===== config.mk =====
export PLATFORM = sky130hd
export DESIGN_NAME = svm_axil_master
export DESIGN_NICKNAME = d
export VERILOG_FILES = /design/src/rtl/svm_axil_master.sv
export SDC_FILE = /design/constraint.sdc
export NUM_CORES = 1
export LEC_CHECK = 0
export BUFFER_PORTS_ARGS = -buffer_cell sky130_fd_sc_hd__buf_2
export CORE_MARGIN = 2
export CORE_UTILIZATION = 50
export CTS_BUF_LIST = sky130_fd_sc_hd__clkbuf_8
export DETAILED_ROUTE_END_ITERATION = 8
export GPL_ROUTABILITY_DRIVEN = 0
export PLACE_DENSITY_LB_ADDON = 0.2
export SYNTH_ARGS = -nofsm -noshare
export SYNTH_HDL_FRONTEND = slang
export SYNTH_SLANG_ARGS = --single-unit

===== constraint.sdc =====
create_clock -name m_axi_aclk -period 5.7 [get_ports m_axi_aclk]
set_input_delay 0.855 -clock m_axi_aclk [delete_from_list [all_inputs] [get_ports m_axi_aclk]]
set_output_delay 0.855 -clock m_axi_aclk [all_outputs]
set_load 0.005 [all_outputs]

===== src/rtl/svm_axil_master.sv =====
// svm_axil_master
//   AXI4-Lite initiator that drives the linear-SVM register block from a
//   streaming feature interface. One feature vector is taken per handshake.
//   For each vector the block does the following:
//     1. Writes every feature to 0x60+4k, sign-extended to the bus width.
//     2. Writes Control=0 and then Control=1, so Start always sees a
//        rising edge.
//     3. Polls Status until Done is set.
//     4. Reads Result and then Latency.
//   The decision is then presented on a valid/ready output.
//
// Ports
//   m_axi_aclk, m_axi_aresetn   clock; asynchronous active-low reset
//   in_valid/in_ready           feature-vector handshake
//   in_features_flat            feature k at [(k+1)*DATA_WIDTH-1 : k*DATA_WIDTH]
//   out_valid/out_ready         result handshake
//   out_decision                Result[DATA_WIDTH-1:0]
//   out_prediction              Status bit 2 from the final poll
//   out_latency                 Latency register
//   out_error                   error response (or poll timeout) during this vector
//   busy                        high whenever the state is not IDLE
//   m_axi_*                     AXI4-Lite master channels (AW, W, B, AR, R)
//
// Optional feature
//   SVM_AXIM_TIMEOUT_EN: bounds Status polling to TIMEOUT_POLLS reads.
//   When the bound is reached, the block soft-resets the slave and reports
//   out_error. When this macro is undefined, polling is unbounded and
//   TIMEOUT_POLLS has no effect.
module svm_axil_master #(
  parameter int C_M_AXI_ADDR_WIDTH = 8,
  parameter int C_M_AXI_DATA_WIDTH = 32,
  parameter int NUM_FEATURES       = 16,
  parameter int DATA_WIDTH         = 16,
  parameter int TIMEOUT_POLLS      = 1024
) (
  input  logic                                 m_axi_aclk,
  input  logic                                 m_axi_aresetn,
  input  logic                                 in_valid,
  output logic                                 in_ready,
  input  logic [NUM_FEATURES*DATA_WIDTH-1:0]   in_features_flat,
  output logic                                 out_valid,
  input  logic                                 out_ready,
  output logic [DATA_WIDTH-1:0]                out_decision,
  output logic                                 out_prediction,
  output logic [31:0]                          out_latency,
  output logic                                 out_error,
  output logic                                 busy,
  output logic [C_M_AXI_ADDR_WIDTH-1:0]        m_axi_awaddr,
  output logic [2:0]                           m_axi_awprot,
  output logic                                 m_axi_awvalid,
  input  logic                                 m_axi_awready,
  output logic [C_M_AXI_DATA_WIDTH-1:0]        m_axi_wdata,
  output logic [C_M_AXI_DATA_WIDTH/8-1:0]      m_axi_wstrb,
  output logic                                 m_axi_wvalid,
  input  logic                                 m_axi_wready,
  input  logic [1:0]                           m_axi_bresp,
  input  logic                                 m_axi_bvalid,
  output logic                                 m_axi_bready,
  output logic [C_M_AXI_ADDR_WIDTH-1:0]        m_axi_araddr,
  output logic [2:0]                           m_axi_arprot,
  output logic                                 m_axi_arvalid,
  input  logic                                 m_axi_arready,
  input  logic [C_M_AXI_DATA_WIDTH-1:0]        m_axi_rdata,
  input  logic [1:0]                           m_axi_rresp,
  input  logic                                 m_axi_rvalid,
  output logic                                 m_axi_rready
);

  localparam int AW = C_M_AXI_ADDR_WIDTH;
  localparam int DW = C_M_AXI_DATA_WIDTH;

  localparam logic [3:0] S_IDLE      = 4'd0;
  localparam logic [3:0] S_WR_FEAT   = 4'd1;
  localparam logic [3:0] S_WR_CLR    = 4'd2;
  localparam logic [3:0] S_WR_START  = 4'd3;
  localparam logic [3:0] S_RD_STATUS = 4'd4;
  localparam logic [3:0] S_RD_RESULT = 4'd5;
  localparam logic [3:0] S_RD_LAT    = 4'd6;
  localparam logic [3:0] S_OUT       = 4'd7;
`ifdef SVM_AXIM_TIMEOUT_EN
  localparam logic [3:0] S_WR_SRST   = 4'd8;
  localparam logic [3:0] S_WR_SCLR   = 4'd9;
  localparam int         POLL_W      = $clog2(TIMEOUT_POLLS + 1);
`endif

  localparam logic [AW-1:0] A_CTRL   = AW'(32'h00);
  localparam logic [AW-1:0] A_STATUS = AW'(32'h04);
  localparam logic [AW-1:0] A_RESULT = AW'(32'h08);
  localparam logic [AW-1:0] A_LAT    = AW'(32'h0C);
  localparam logic [4:0]    LAST_IDX = 5'(NUM_FEATURES - 1);

  logic [3:0]                         state, nxt_state;
  logic [4:0]                         feat_idx;
  logic [NUM_FEATURES*DATA_WIDTH-1:0] feat_q;
  logic                               err_q, pred_q;
  logic [DATA_WIDTH-1:0]              dec_q;
  logic [31:0]                        lat_q;
  logic                               awvalid_q, wvalid_q, bwait_q, arvalid_q, rready_q;
  logic [AW-1:0]                      awaddr_q, araddr_q;
  logic [DW-1:0]                      wdata_q;
`ifdef SVM_AXIM_TIMEOUT_EN
  logic [POLL_W-1:0]                  poll_cnt;
`endif

  logic          b_hs, r_hs, accept;
  logic          launch_wr, launch_rd;
  logic [AW-1:0] nxt_addr;
  logic [DW-1:0] nxt_data;

  function automatic logic [DATA_WIDTH-1:0] feature_at(
      input logic [NUM_FEATURES*DATA_WIDTH-1:0] flat, input logic [4:0] idx);
    return flat[idx*DATA_WIDTH +: DATA_WIDTH];
  endfunction

  function automatic logic [DW-1:0] sext_feature(input logic [DATA_WIDTH-1:0] f);
    logic signed [DATA_WIDTH-1:0] s;
    s = f;
    return DW'(s);
  endfunction

  function automatic logic [AW-1:0] feat_addr(input logic [4:0] idx);
    return AW'(32'h60 + (32'(idx) << 2));
  endfunction

  // Output decode. Handshakes count only while this block is waiting for them.
  assign in_ready       = (state == S_IDLE);
  assign busy           = (state != S_IDLE);
  assign out_valid      = (state == S_OUT);
  assign accept         = in_valid && in_ready;
  assign b_hs           = m_axi_bvalid && m_axi_bready;
  assign r_hs           = m_axi_rvalid && m_axi_rready;

  assign m_axi_awaddr   = awaddr_q;
  assign m_axi_awprot   = 3'b000;
  assign m_axi_awvalid  = awvalid_q;
  assign m_axi_wdata    = wdata_q;
  assign m_axi_wstrb    = '1;
  assign m_axi_wvalid   = wvalid_q;
  // B is accepted only after both the AW and W handshakes have retired.
  assign m_axi_bready   = bwait_q && !awvalid_q && !wvalid_q;
  assign m_axi_araddr   = araddr_q;
  assign m_axi_arprot   = 3'b000;
  assign m_axi_arvalid  = arvalid_q;
  assign m_axi_rready   = rready_q;

  assign out_decision   = dec_q;
  assign out_prediction = pred_q;
  assign out_latency    = lat_q;
  assign out_error      = err_q;

  // A completed response selects the next state and launches its transaction
  // in the same edge. This keeps exactly one transaction in flight.
  always_comb begin
    nxt_state = state;
    launch_wr = 1'b0;
    launch_rd = 1'b0;
    nxt_addr  = '0;
    nxt_data  = '0;
    case (state)
      S_IDLE: begin
        if (in_valid) begin
          nxt_state = S_WR_FEAT;
          launch_wr = 1'b1;
          nxt_addr  = feat_addr(5'd0);
          nxt_data  = sext_feature(feature_at(in_features_flat, 5'd0));
        end
      end
      S_WR_FEAT: begin
        if (b_hs) begin
          launch_wr = 1'b1;
          if (feat_idx == LAST_IDX) begin
            nxt_state = S_WR_CLR;
            nxt_addr  = A_CTRL;
          end else begin
            nxt_addr  = feat_addr(feat_idx + 5'd1);
            nxt_data  = sext_feature(feature_at(feat_q, feat_idx + 5'd1));
          end
        end
      end
      S_WR_CLR: begin
        if (b_hs) begin
          nxt_state = S_WR_START;
          launch_wr = 1'b1;
          nxt_addr  = A_CTRL;
          nxt_data  = DW'(1);
        end
      end
      S_WR_START: begin
        if (b_hs) begin
          nxt_state = S_RD_STATUS;
          launch_rd = 1'b1;
          nxt_addr  = A_STATUS;
        end
      end
      S_RD_STATUS: begin
        if (r_hs) begin
          if (m_axi_rdata[0]) begin
            nxt_state = S_RD_RESULT;
            launch_rd = 1'b1;
            nxt_addr  = A_RESULT;
          end
`ifdef SVM_AXIM_TIMEOUT_EN
          else if (poll_cnt == POLL_W'(TIMEOUT_POLLS - 1)) begin
            nxt_state = S_WR_SRST;
            launch_wr = 1'b1;
            nxt_addr  = A_CTRL;
            nxt_data  = DW'(2);
          end
`endif
          else begin
            launch_rd = 1'b1;
            nxt_addr  = A_STATUS;
          end
        end
      end
      S_RD_RESULT: begin
        if (r_hs) begin
          nxt_state = S_RD_LAT;
          launch_rd = 1'b1;
          nxt_addr  = A_LAT;
        end
      end
      S_RD_LAT: begin
        if (r_hs) nxt_state = S_OUT;
      end
`ifdef SVM_AXIM_TIMEOUT_EN
      S_WR_SRST: begin
        if (b_hs) begin
          nxt_state = S_WR_SCLR;
          launch_wr = 1'b1;
          nxt_addr  = A_CTRL;
        end
      end
      S_WR_SCLR: begin
        if (b_hs) nxt_state = S_OUT;
      end
`endif
      S_OUT: begin
        if (out_ready) nxt_state = S_IDLE;
      end
      default: nxt_state = S_IDLE;
    endcase
  end

  always_ff @(posedge m_axi_aclk or negedge m_axi_aresetn) begin
    if (!m_axi_aresetn) begin
      state     <= S_IDLE;
      feat_idx  <= '0;
      feat_q    <= '0;
      err_q     <= 1'b0;
      pred_q    <= 1'b0;
      dec_q     <= '0;
      lat_q     <= '0;
      awvalid_q <= 1'b0;
      wvalid_q  <= 1'b0;
      bwait_q   <= 1'b0;
      arvalid_q <= 1'b0;
      rready_q  <= 1'b0;
      awaddr_q  <= '0;
      araddr_q  <= '0;
      wdata_q   <= '0;
`ifdef SVM_AXIM_TIMEOUT_EN
      poll_cnt  <= '0;
`endif
    end else begin
      state <= nxt_state;

      // Address and data valids retire independently of each other.
      if (awvalid_q && m_axi_awready) awvalid_q <= 1'b0;
      if (wvalid_q && m_axi_wready)   wvalid_q  <= 1'b0;
      if (b_hs)                       bwait_q   <= 1'b0;
      if (arvalid_q && m_axi_arready) begin
        arvalid_q <= 1'b0;
        rready_q  <= 1'b1;
      end
      if (r_hs) rready_q <= 1'b0;

      if (launch_wr) begin
        awvalid_q <= 1'b1;
        wvalid_q  <= 1'b1;
        bwait_q   <= 1'b1;
        awaddr_q  <= nxt_addr;
        wdata_q   <= nxt_data;
      end
      if (launch_rd) begin
        arvalid_q <= 1'b1;
        araddr_q  <= nxt_addr;
      end

      // The error flag is sticky for the whole vector.
      if ((b_hs && m_axi_bresp != 2'b00) || (r_hs && m_axi_rresp != 2'b00))
        err_q <= 1'b1;

      if (accept) begin
        feat_q   <= in_features_flat;
        feat_idx <= '0;
        err_q    <= 1'b0;
`ifdef SVM_AXIM_TIMEOUT_EN
        poll_cnt <= '0;
`endif
      end

      if (state == S_WR_FEAT && b_hs) feat_idx <= feat_idx + 5'd1;

      if (state == S_RD_STATUS && r_hs) begin
        if (m_axi_rdata[0]) pred_q <= m_axi_rdata[2];
`ifdef SVM_AXIM_TIMEOUT_EN
        poll_cnt <= poll_cnt + POLL_W'(1);
`endif
      end
      if (state == S_RD_RESULT && r_hs) dec_q <= m_axi_rdata[DATA_WIDTH-1:0];
      if (state == S_RD_LAT && r_hs)    lat_q <= m_axi_rdata[31:0];

`ifdef SVM_AXIM_TIMEOUT_EN
      // An abandoned inference reports a zeroed result, flagged as an error.
      if (state == S_WR_SCLR && b_hs) begin
        dec_q  <= '0;
        lat_q  <= '0;
        pred_q <= 1'b0;
        err_q  <= 1'b1;
      end
`endif
    end
  end

endmodule

==> reports/results.ini <==
[timing]
finalClockSkew_ns=0.0248
slew-limit-headroom_pct=19.3
finalSetupViolations=0
rsz0062_at_grt=false
period_share_pct=56.4
final.setup.tns_ns=0
fmax_mhz=311
hold_viol_final=0
timing.final.max_slew_violations=0
worst_pin_slew_ns=1.21
fin_crit_ns=3.22

[global_routing]
antenna_found_initial=0
grt_pass1_wl_microns=66500
grt_max_degree=156
grt_usage_pct=26.3
globalRouteOverflowTotal=0
grt_pass1_vias=12100

[power]
peakVddDrop_mv=0.162
p_leak_nw=10.6
power_density_nw_per_um2=261

[detailed_routing]
detail-route-antenna-nets=0
routed_via_density=5.17
dr.pass1.iters=8
wl_microns=42500
vias=12000
drtIter0Drc=894
avgRoutedWirePerCell_microns=18.3
drc=0

[yosys]
async_flop_share_pct=100
synth_seq_area_share_pct=56.1
syn_area_sq_um=15500
syn_area_per_cell_sq_um=10.2
synth_top_cell_area_share_pct=56.1
ys_seq_elements=347
synthCells=1522
ys.flop_type=dfrtp_1
synth_cell_type_count=42
yosys.area.top_type=dfrtp_1
ys_warn_count=0
synth_edf_count=0
netlist_top_cells_area=dfrtp_1 (56%), nand2_1 (19%), mux4_2 (9.3%)

[final_layout]
finish.utilization_pct=61.4
nNetsFinal=2188
drive_gt1_share_pct=32.9
area_growth_pct=20.9
final_common_cell=nand2_1
antenna_cells=0
final_cell_mix=nand2_1 (783), buf_2 (401), dfrtp_1 (346), clkbuf_8 (78), mux2_2 (65)

[cts]
cts_tree=done
h-tree-depth=2
clock_path_buffers=3
post_cts_resized=0
clock-root-buffer=clkbuf_8
clock_latency_ns=0.59
cts_sinks=347
clk_pin_slew_worst_paths_ns=0.06
post_cts_buffers=0
hold_buffers=0
cts_buffers=57

[critical_path]
worstSetupEndpointType=register
reg2reg_from=feat_idx[1]
critPathMaxFanout=46
rrSetupSlack_ns=2.48
crit_type=reg2reg
required_ns=6.15
startpoint_type=register
worstRegToRegCells=6
arrival_ns=3.67
r2r_end=m_axi_wdata[2]

[floorplanning]
die_area_sq_um=32400
die_w_microns=180
rows=64
core-area_sq_um=30500
start_util_pct=50.7
ios=417
fp.dieH_microns=180

[place]
port_buffers=402
place_hpwl_microns=30000

[flow_run]
maxCapViolCount=0

[hold_path]
hp-class=in2async

[status]
status=finished clean

-- routing by layer --
layer	track usage (%)	routed length, microns	up-vias
li1	-	-	5636
met1	35.1	17700	5820
met5	0	0	-
met4	9.04	1300	0
met3	5.23	3040	82
met2	43.2	20400	478
-- worst max path at each step --
stage	start	endpoint	slack, ns	cells past startpoint
final	feat_idx[1]	m_axi_wdata[2]	2.48	6
after global routing	feat_idx[1]	m_axi_wdata[2]	2.20	6
after CTS	feat_idx[1]	m_axi_wdata[2]	2.39	6
after detailed placement	feat_idx[0]	m_axi_wdata[2]	2.39	6
after global placement	feat_idx[1]	m_axi_wdata[2]	2.40	6
after floorplan	feat_idx[1]	m_axi_wdata[0]	3.43	7
-- worst max-delay path, cell delays in order (launching register included) --
cell and delay [ns]:
dfrtp_1 0.41, ha_4 0.91, buf_4 0.49, mux4_2 0.56, mux2_2 0.28, a222oi_1 0.32, o21ai_1 0.11
-- Yosys cell counts (all sizes together), types with 5 or more instances --
library cell  number
nor2               9
clkbuf            36
a21oi              8
inv               12
nand2            784
mux2              65
and2               5
mux2i             18
o21ai             32
buf               86
mux4              64
dfrtp            347
a222oi            15
nand3             11
-- final cells by class --
cell class                 instances  area (sq um)
sequential                       347          8680
timing repair buffer             413          2150
tap                              396           495
clock buffer                      78          1070
fill                            2590         11800
clock inverter                    25           126
inverter                          12          45.0
multi-input combinational       1053          6140
-- cells by family after synthesis --
family          after synthesis  synth area share (%)
buf+inv                     134                  4.76
compound gates               66                  2.87
simple gates                820                  20.5
flops                       347                  56.1
other cells                   2                0.0485
fa+ha+maj                     3                 0.291
xor+xnor                      3                 0.267
mux                         147                  15.2
-- report_power, final --
part	switching (mW)	internal, mW
combinational	0.0971	0.0791
clock	0.989	1.25
sequential	0.000426	2.47
-- flip-flops by register name (all words and copies together), names as in the netlist, 3 cells and up --
register and count:
feat_q 256, out_latency 32, m_axi_awaddr 6, m_axi_araddr 6, out_decision 16, feat_idx 5, state 3, m_axi_wdata 16
-- stage by stage --
| step | instances | area (sq um) | hold WS (ns) | total power, mW | worst slack, ns |
|---|---|---|---|---|---|
| 5_1_grt | 2324 | 18700 | 0.215 | 5.06 | 2.20 |
| 4_1_cts | 2324 | 18700 | 0.190 | 4.94 | 2.39 |
| 2_1_floorplan | 1534 | 15500 | 0.440 | 2.52 | 3.43 |
| 6_report | 2324 | 18700 | 0.197 | 4.88 | 2.48 |
| 3_3_place_gp | 2221 | 17500 | 0.452 | 2.69 | 2.40 |
| 3_5_place_dp | 2221 | 17500 | 0.456 | 2.69 | 2.39 |
Power figures use the tool's default switching activity.
